**config.mk**
```make
export PLATFORM = sky130hd
export DESIGN_NAME = vga_timing_gen
export DESIGN_NICKNAME = d
export VERILOG_FILES = /design/src/rtl/vga_timing_gen.sv
export SDC_FILE = /design/constraint.sdc
export NUM_CORES = 1
export LEC_CHECK = 0
export CAP_MARGIN = 25
export CORE_MARGIN = 2
export CORE_UTILIZATION = 51
export DETAILED_ROUTE_END_ITERATION = 16
export PLACE_DENSITY = 0.85
export SLEW_MARGIN = 20
export SYNTH_ARGS = -nofsm -noshare
export SYNTH_HDL_FRONTEND = slang
export SYNTH_SLANG_ARGS = --single-unit
export TNS_END_PERCENT = 30
```
**constraint.sdc**
```tcl
create_clock -name pix_clk -period 2.3 [get_ports pix_clk]
set_input_delay 0.46 -clock pix_clk [delete_from_list [all_inputs] [get_ports pix_clk]]
set_output_delay 0.46 -clock pix_clk [all_outputs]
set_load 0.02 [all_outputs]
```
**src/rtl/vga_timing_gen.sv**
```systemverilog
// Raster timing generator for a 640x480@60 display: pixel/line counters, visible-area
// qualifier and sync pulses delayed to match image-ROM latency, plus frame markers.
module vga_timing_gen #(
    parameter int   H_VISIBLE   = 640,
    parameter int   H_FRONT     = 16,
    parameter int   H_SYNC      = 96,
    parameter int   H_BACK      = 48,
    parameter int   V_VISIBLE   = 480,
    parameter int   V_FRONT     = 10,
    parameter int   V_SYNC      = 2,
    parameter int   V_BACK      = 33,
    parameter logic SYNC_ACTIVE = 1'b0,
    parameter int   PIPE_DELAY  = 2
) (
    input  logic        pix_clk,
    input  logic        rst,
    output logic [9:0]  hcount,
    output logic [9:0]  vcount,
    output logic        bright,
    output logic        hsync,
    output logic        vsync,
    output logic        line_start,
    output logic        frame_start,
    output logic [15:0] frame_count
);

    localparam int H_TOTAL = H_VISIBLE + H_FRONT + H_SYNC + H_BACK;
    localparam int V_TOTAL = V_VISIBLE + V_FRONT + V_SYNC + V_BACK;

    localparam logic [9:0] H_LAST   = 10'(H_TOTAL - 1);
    localparam logic [9:0] V_LAST   = 10'(V_TOTAL - 1);
    localparam logic [9:0] H_VIS_W  = 10'(H_VISIBLE);
    localparam logic [9:0] V_VIS_W  = 10'(V_VISIBLE);
    localparam logic [9:0] HS_START = 10'(H_VISIBLE + H_FRONT);
    localparam logic [9:0] HS_END   = 10'(H_VISIBLE + H_FRONT + H_SYNC);
    localparam logic [9:0] VS_START = 10'(V_VISIBLE + V_FRONT);
    localparam logic [9:0] VS_END   = 10'(V_VISIBLE + V_FRONT + V_SYNC);

    logic [9:0]  hcount_r;
    logic [9:0]  vcount_r;
    logic        line_start_r;
    logic        frame_start_r;
    logic [15:0] frame_count_r;

    logic        h_last_s;
    logic        v_last_s;
    logic        bright_raw_s;
    logic        hsync_raw_s;
    logic        vsync_raw_s;

    // Wrap detection and undelayed visible/sync decode from the registered counts
    always_comb begin
        h_last_s     = (hcount_r == H_LAST);
        v_last_s     = (vcount_r == V_LAST);
        bright_raw_s = (hcount_r < H_VIS_W) && (vcount_r < V_VIS_W);
        if ((hcount_r >= HS_START) && (hcount_r < HS_END)) begin
            hsync_raw_s = SYNC_ACTIVE;
        end else begin
            hsync_raw_s = ~SYNC_ACTIVE;
        end
        if ((vcount_r >= VS_START) && (vcount_r < VS_END)) begin
            vsync_raw_s = SYNC_ACTIVE;
        end else begin
            vsync_raw_s = ~SYNC_ACTIVE;
        end
    end

    // Raster counters, line/frame markers and completed-frame counter
    always_ff @(posedge pix_clk or posedge rst) begin
        if (rst) begin
            hcount_r      <= 10'd0;
            vcount_r      <= 10'd0;
            line_start_r  <= 1'b0;
            frame_start_r <= 1'b0;
            frame_count_r <= 16'd0;
        end else begin
            // Markers are set on the wrapping edge so they coincide with count 0
            line_start_r  <= h_last_s;
            frame_start_r <= h_last_s && v_last_s;
            if (h_last_s) begin
                hcount_r <= 10'd0;
                if (v_last_s) begin
                    vcount_r      <= 10'd0;
                    frame_count_r <= frame_count_r + 16'd1;
                end else begin
                    vcount_r <= vcount_r + 10'd1;
                end
            end else begin
                hcount_r <= hcount_r + 10'd1;
            end
        end
    end

    generate
        if (PIPE_DELAY == 0) begin : g_no_pipe
            assign bright = bright_raw_s;
            assign hsync  = hsync_raw_s;
            assign vsync  = vsync_raw_s;
        end else begin : g_pipe
            logic [PIPE_DELAY-1:0] bright_pipe_r;
            logic [PIPE_DELAY-1:0] hsync_pipe_r;
            logic [PIPE_DELAY-1:0] vsync_pipe_r;

            // Shift raw decode through PIPE_DELAY stages to align with ROM pixel data
            always_ff @(posedge pix_clk or posedge rst) begin
                if (rst) begin
                    bright_pipe_r <= '0;
                    hsync_pipe_r  <= {PIPE_DELAY{~SYNC_ACTIVE}};
                    vsync_pipe_r  <= {PIPE_DELAY{~SYNC_ACTIVE}};
                end else begin
                    bright_pipe_r[0] <= bright_raw_s;
                    hsync_pipe_r[0]  <= hsync_raw_s;
                    vsync_pipe_r[0]  <= vsync_raw_s;
                    for (int i = 1; i < PIPE_DELAY; i++) begin
                        bright_pipe_r[i] <= bright_pipe_r[i-1];
                        hsync_pipe_r[i]  <= hsync_pipe_r[i-1];
                        vsync_pipe_r[i]  <= vsync_pipe_r[i-1];
                    end
                end
            end

            assign bright = bright_pipe_r[PIPE_DELAY-1];
            assign hsync  = hsync_pipe_r[PIPE_DELAY-1];
            assign vsync  = vsync_pipe_r[PIPE_DELAY-1];
        end
    endgenerate

    assign hcount      = hcount_r;
    assign vcount      = vcount_r;
    assign line_start  = line_start_r;
    assign frame_start = frame_start_r;
    assign frame_count = frame_count_r;

endmodule

```
# Yosys cells after proc, flatten, opt, wreduce, memory -nomap -nowiden
# Index checks and enable logic that the tools add are counted.
# Widths: inputs -> output; s select.
# classes
muxes	4
n_addsub	3
n_eq_ne	2
n_reduce_logical	5
order_cmp	6
# ops
operator	count
$add 10x1->10 const B	2
$eq 10x10->1 const B	2
$lt 10x10->1 const B	2
$lt 10x9->1 const B	2
$mux 10	2
$add 16x1->16 const B	1
$ge 10x10->1 const B	1
$ge 10x9->1 const B	1
$logic_and 1x1->1	4
$mux 1	2
$reduce_and 2->1	1
# totals
output_inout_bits	41
ff_bits	44
word_cells	28
in_bits	2

# Longest topological paths before layout
# logic_depth
word_depth	3
ltp_mapped	8
depth_no_buf	6

# Least setup slack after synthesis
# No wires, ideal clock.
# synth_timing
path_type	register to register
start	register vcount_r[0] (netlist: vcount[0])
end	register frame_count_r[1] (netlist: frame_count[1])
stages_incl_launch_ff	8
arrival_ns	1.822
setup_ns	0.128
synth_period_minus_slack_ns	1.950
n_path_buf	1
path_slack_ns	0.350
required_time_ns	2.172
path_cell_list	dfrtp_1 -> inv_1 -> ha_1 -> nand4_1 -> or3b_1 -> buf_6 -> nor2_4 -> mux2_1
# synth_between
elab_chain_cells	2
# synth_lines
element	line_no	rtl
start, declared	40	logic [9:0] vcount_r;
start signal, assigned	86	vcount_r <= vcount_r + 10'd1;
$eq 10x10->1	54	v_last_s = (vcount_r == V_LAST);
$reduce_and 2->1 (no line)	n/a	
end signal, assigned	84	frame_count_r <= frame_count_r + 16'd1;
end, declared	43	logic [15:0] frame_count_r;
# No other way between the ends.
# A chain may end at the register's enable or synchronous reset.

# Final worst setup path
# Ends and elaborated chain as after synthesis.

==> metrics <==
largest net degree at the start of global routing=45; Slew @ Worst Pin=550 ps; Min Hold Slack=between 300 and 400 ps; Max FO, Critical Path=9; first-pass GRT wire length=7030 um; max-cap viol count=0; Slew headroom=0.633; Switch Pwr=0.000265 W; drt total wl=4370 um; Layout Nets=244; I/O pin total=43; Crit path largest cell delay=620 ps; worst reg-to-reg setup slack=160 ps; final worst-path cycle share=0.930; Initial Utilization=0.534; drt drc=0; number of diodes=0; crit-path cells=inv_1, ha_1, nand4_1, or3b_1, nor2_4, mux2_1; Sw Share=0.207; Worst VDD drop=408 uV; vias in the first global route=1,420; Critical Path RT=2490 ps; PortBufs=42; via count=1,573; Clk pwr share=0.383; Detail Placement HPWL=between 3000 and 4000 um; Via-to-Cell Ratio=5.46; clk slew on worst S/H paths=80 ps; CTS root buffer=clkbuf_8; highest achievable clock rate=467 MHz; Max clock buf depth=2; Synthesized Nets=196; final antenna-violating net count=0; worst endpoint data arrival time=between 2000 and 2500 ps; delay-heaviest family, CP=simple AND/OR/NAND/NOR gates; CTS buffer count=5; Sink Count=44; CTS tree=done; register area share after synthesis=0.514; Final Hold Fails=0; worst hold path class=reg -> reg; Post-CTS Resized=0; Synth async-reset ratio=1.00; DRT Pass-1 Iters=4; Leak=1.20 nW; GRT overflow=0; htree depth=2; row count=23; nature of the critical path endpoint=register; initial drt markers=43; fin crit period=2140 ps; Seq pwr share=0.604; post-CTS setup buffers=0; clk_lat worst skew=300 ps; Combinational Power Share=0.013; hold buffers post-CTS=0; EDFF count, synth=0; clk_skew=4.63 ps; fill cell count=339; cells after synthesis=189; critical path startpoint category=register; initial antenna violation count=0; Worst Path Class, Setup=reg -> reg; Synth Flop Type=dfrtp_1; GRT Total Usage=0.207; Int Pwr=0.00102 W; PD cells=469 nW/um^2; crit path buf inv count=1; gpl congestion=about 0.82; Yosys cell types=43; Die X=69.0 um; outcome=complete, no violations; Total Power=approximately 0.0013 W; FF+latch count, synth=44; Post-Place Cells=280; Synth-to-Final Area Change=26.9%; Synth Warn #=0; register area=~1100 um^2; max-slew violations=0; layout cell share with drive strength beyond 1=0.139; setup_tns=0 ps; area of the multi-input gates=987 um^2; Post-Syn Area=between 2000 and 2500 um^2; Wirelength per Cell=15.2 um; Final Instance Count excl. Fillers=288; Core Box Area=4030 um^2; crit path max-delay cell type=or3b_1; mean post-synth cell area=11.4 um^2; DIE HEIGHT=69.0 um; Setup Viol. Count Final=0; RSZ-0062 raised after global routing=no; die area=4760 um^2
==> power groups by stage <==
stage | Clock (W) | Combinational [W] | Sequential (W)
finish | 0.000490 | 0.0000169 | 0.000773
global route | 0.000531 | 0.0000198 | 0.000773
CTS | 0.000502 | 0.0000182 | 0.000773
detailed placement | 0 | 0.0000181 | 0.000788
global placement | 0 | 0.0000182 | 0.000788
floorplan | 0 | 0.0000113 | 0.000788
==> cell usage after synthesis (4+ instances only) <==
| library cell | number | area share |
|---|---|---|
| dfstp_2 | 4 | 0.049 |
| nor2_1 | 7 | 0.012 |
| nor3_1 | 5 | 0.012 |
| dfrtp_1 | 40 | 0.46 |
| nand4_1 | 9 | 0.026 |
| nand2_1 | 11 | 0.019 |
| ha_1 | 5 | 0.029 |
| o21ai_0 | 5 | 0.012 |
| nor3_2 | 4 | 0.019 |
| inv_1 | 7 | 0.012 |
| xor2_1 | 15 | 0.061 |
| xnor2_1 | 11 | 0.045 |
| nand3_1 | 21 | 0.049 |
==> cells by family after synthesis <==
logic type               share of synthesized area
AO/OA/AOI/OAI                               0.0366
XOR/XNOR                                     0.106
adder cells (fa/ha/maj)                     0.0291
buffers and inverters                       0.0279
flip-flops                                   0.514
multiplexers                               0.00988
AND/OR/NAND/NOR                              0.277
==> final timing paths <==
check	start	cells after the start	end
worst max-delay path	vcount[0]$_DFFE_PP0P_	6	frame_count[1]$_DFFE_PP0P_
worst min-delay path	g_pipe.hsync_pipe_r[0]$_DFF_PP1_	0	g_pipe.hsync_pipe_r[1]$_DFF_PP1_
worst max register to register	vcount[0]$_DFFE_PP0P_	6	frame_count[1]$_DFFE_PP0P_
worst min register to register	g_pipe.hsync_pipe_r[0]$_DFF_PP1_	0	g_pipe.hsync_pipe_r[1]$_DFF_PP1_
max in group asynchronous	rst	3	hcount[5]$_DFF_PP0_
min in group asynchronous	rst	3	hcount[9]$_DFF_PP0_
==> per-stage QoR <==
step	util	cell area [um^2]	worst slack (ps)
floorplan	-	2150	350
global placement	0.655	2640	266
detailed placement	0.655	2640	176
CTS	0.678	2730	162
global route	0.678	2730	38.8
finish	0.678	2730	160
==> routing by layer <==
metal | part of all wire | routed length, um | vias up | global-route usage
li1 | - | - | 767 | -
met1 | 0.49 | 2130 | 750 | 0.299
met2 | 0.44 | 1910 | 49 | 0.296
met3 | 0.056 | 246 | 7 | 0.0438
met4 | 0.019 | 83 | 0 | 0.100
met5 | 0 | 0 | - | 0
==> layout by cell type (no fill, tap or decap), types with 2 or more instances in the layout <==
cell / instances
or3_1: 3
clkdlybuf4s50_1: 42
ha_1: 5
clkbuf_8: 6
nor3b_1: 2
buf_4: 5
nor2_1: 7
dfstp_2: 4
o21ai_0: 5
clkinv_2: 2
nand3_1: 21
nor3b_2: 2
nand2_1: 11
dfrtp_1: 40
nor4_2: 3
and4_1: 3
nor3_2: 4
inv_1: 7
nand4_1: 9
a21oi_1: 2
xnor2_1: 11
nor3_1: 5
or3b_1: 2
xor2_1: 15
nor4_4: 3
==> flip-flops by register name, indices dropped and copies added (netlist names) <==
name,cells
hcount,10
frame_start,1
g_pipe.hsync_pipe_r,2
g_pipe.bright_pipe_r,2
g_pipe.vsync_pipe_r,2
frame_count,16
vcount,10
line_start,1
==> cell type report <==
type | count | area share
clock inverter | 2 | 0.00366
multi-input combinational | 132 | 0.361
inverter | 7 | 0.00962
sequential | 44 | 0.405
clock buffer | 6 | 0.0302
timing repair buffer | 47 | 0.168
tap | 50 | 0.0229
==> worst reg2reg max path: cells and delay by family (launching register included) <==
kind,cells,cell delay (ps)
muxes,1,330
adders and majority gates,1,150
DFF,1,430
and+or+nand+nor,3,1000
buffers and inverters,1,120
Note: power is estimated with default switching activity, not from simulation.
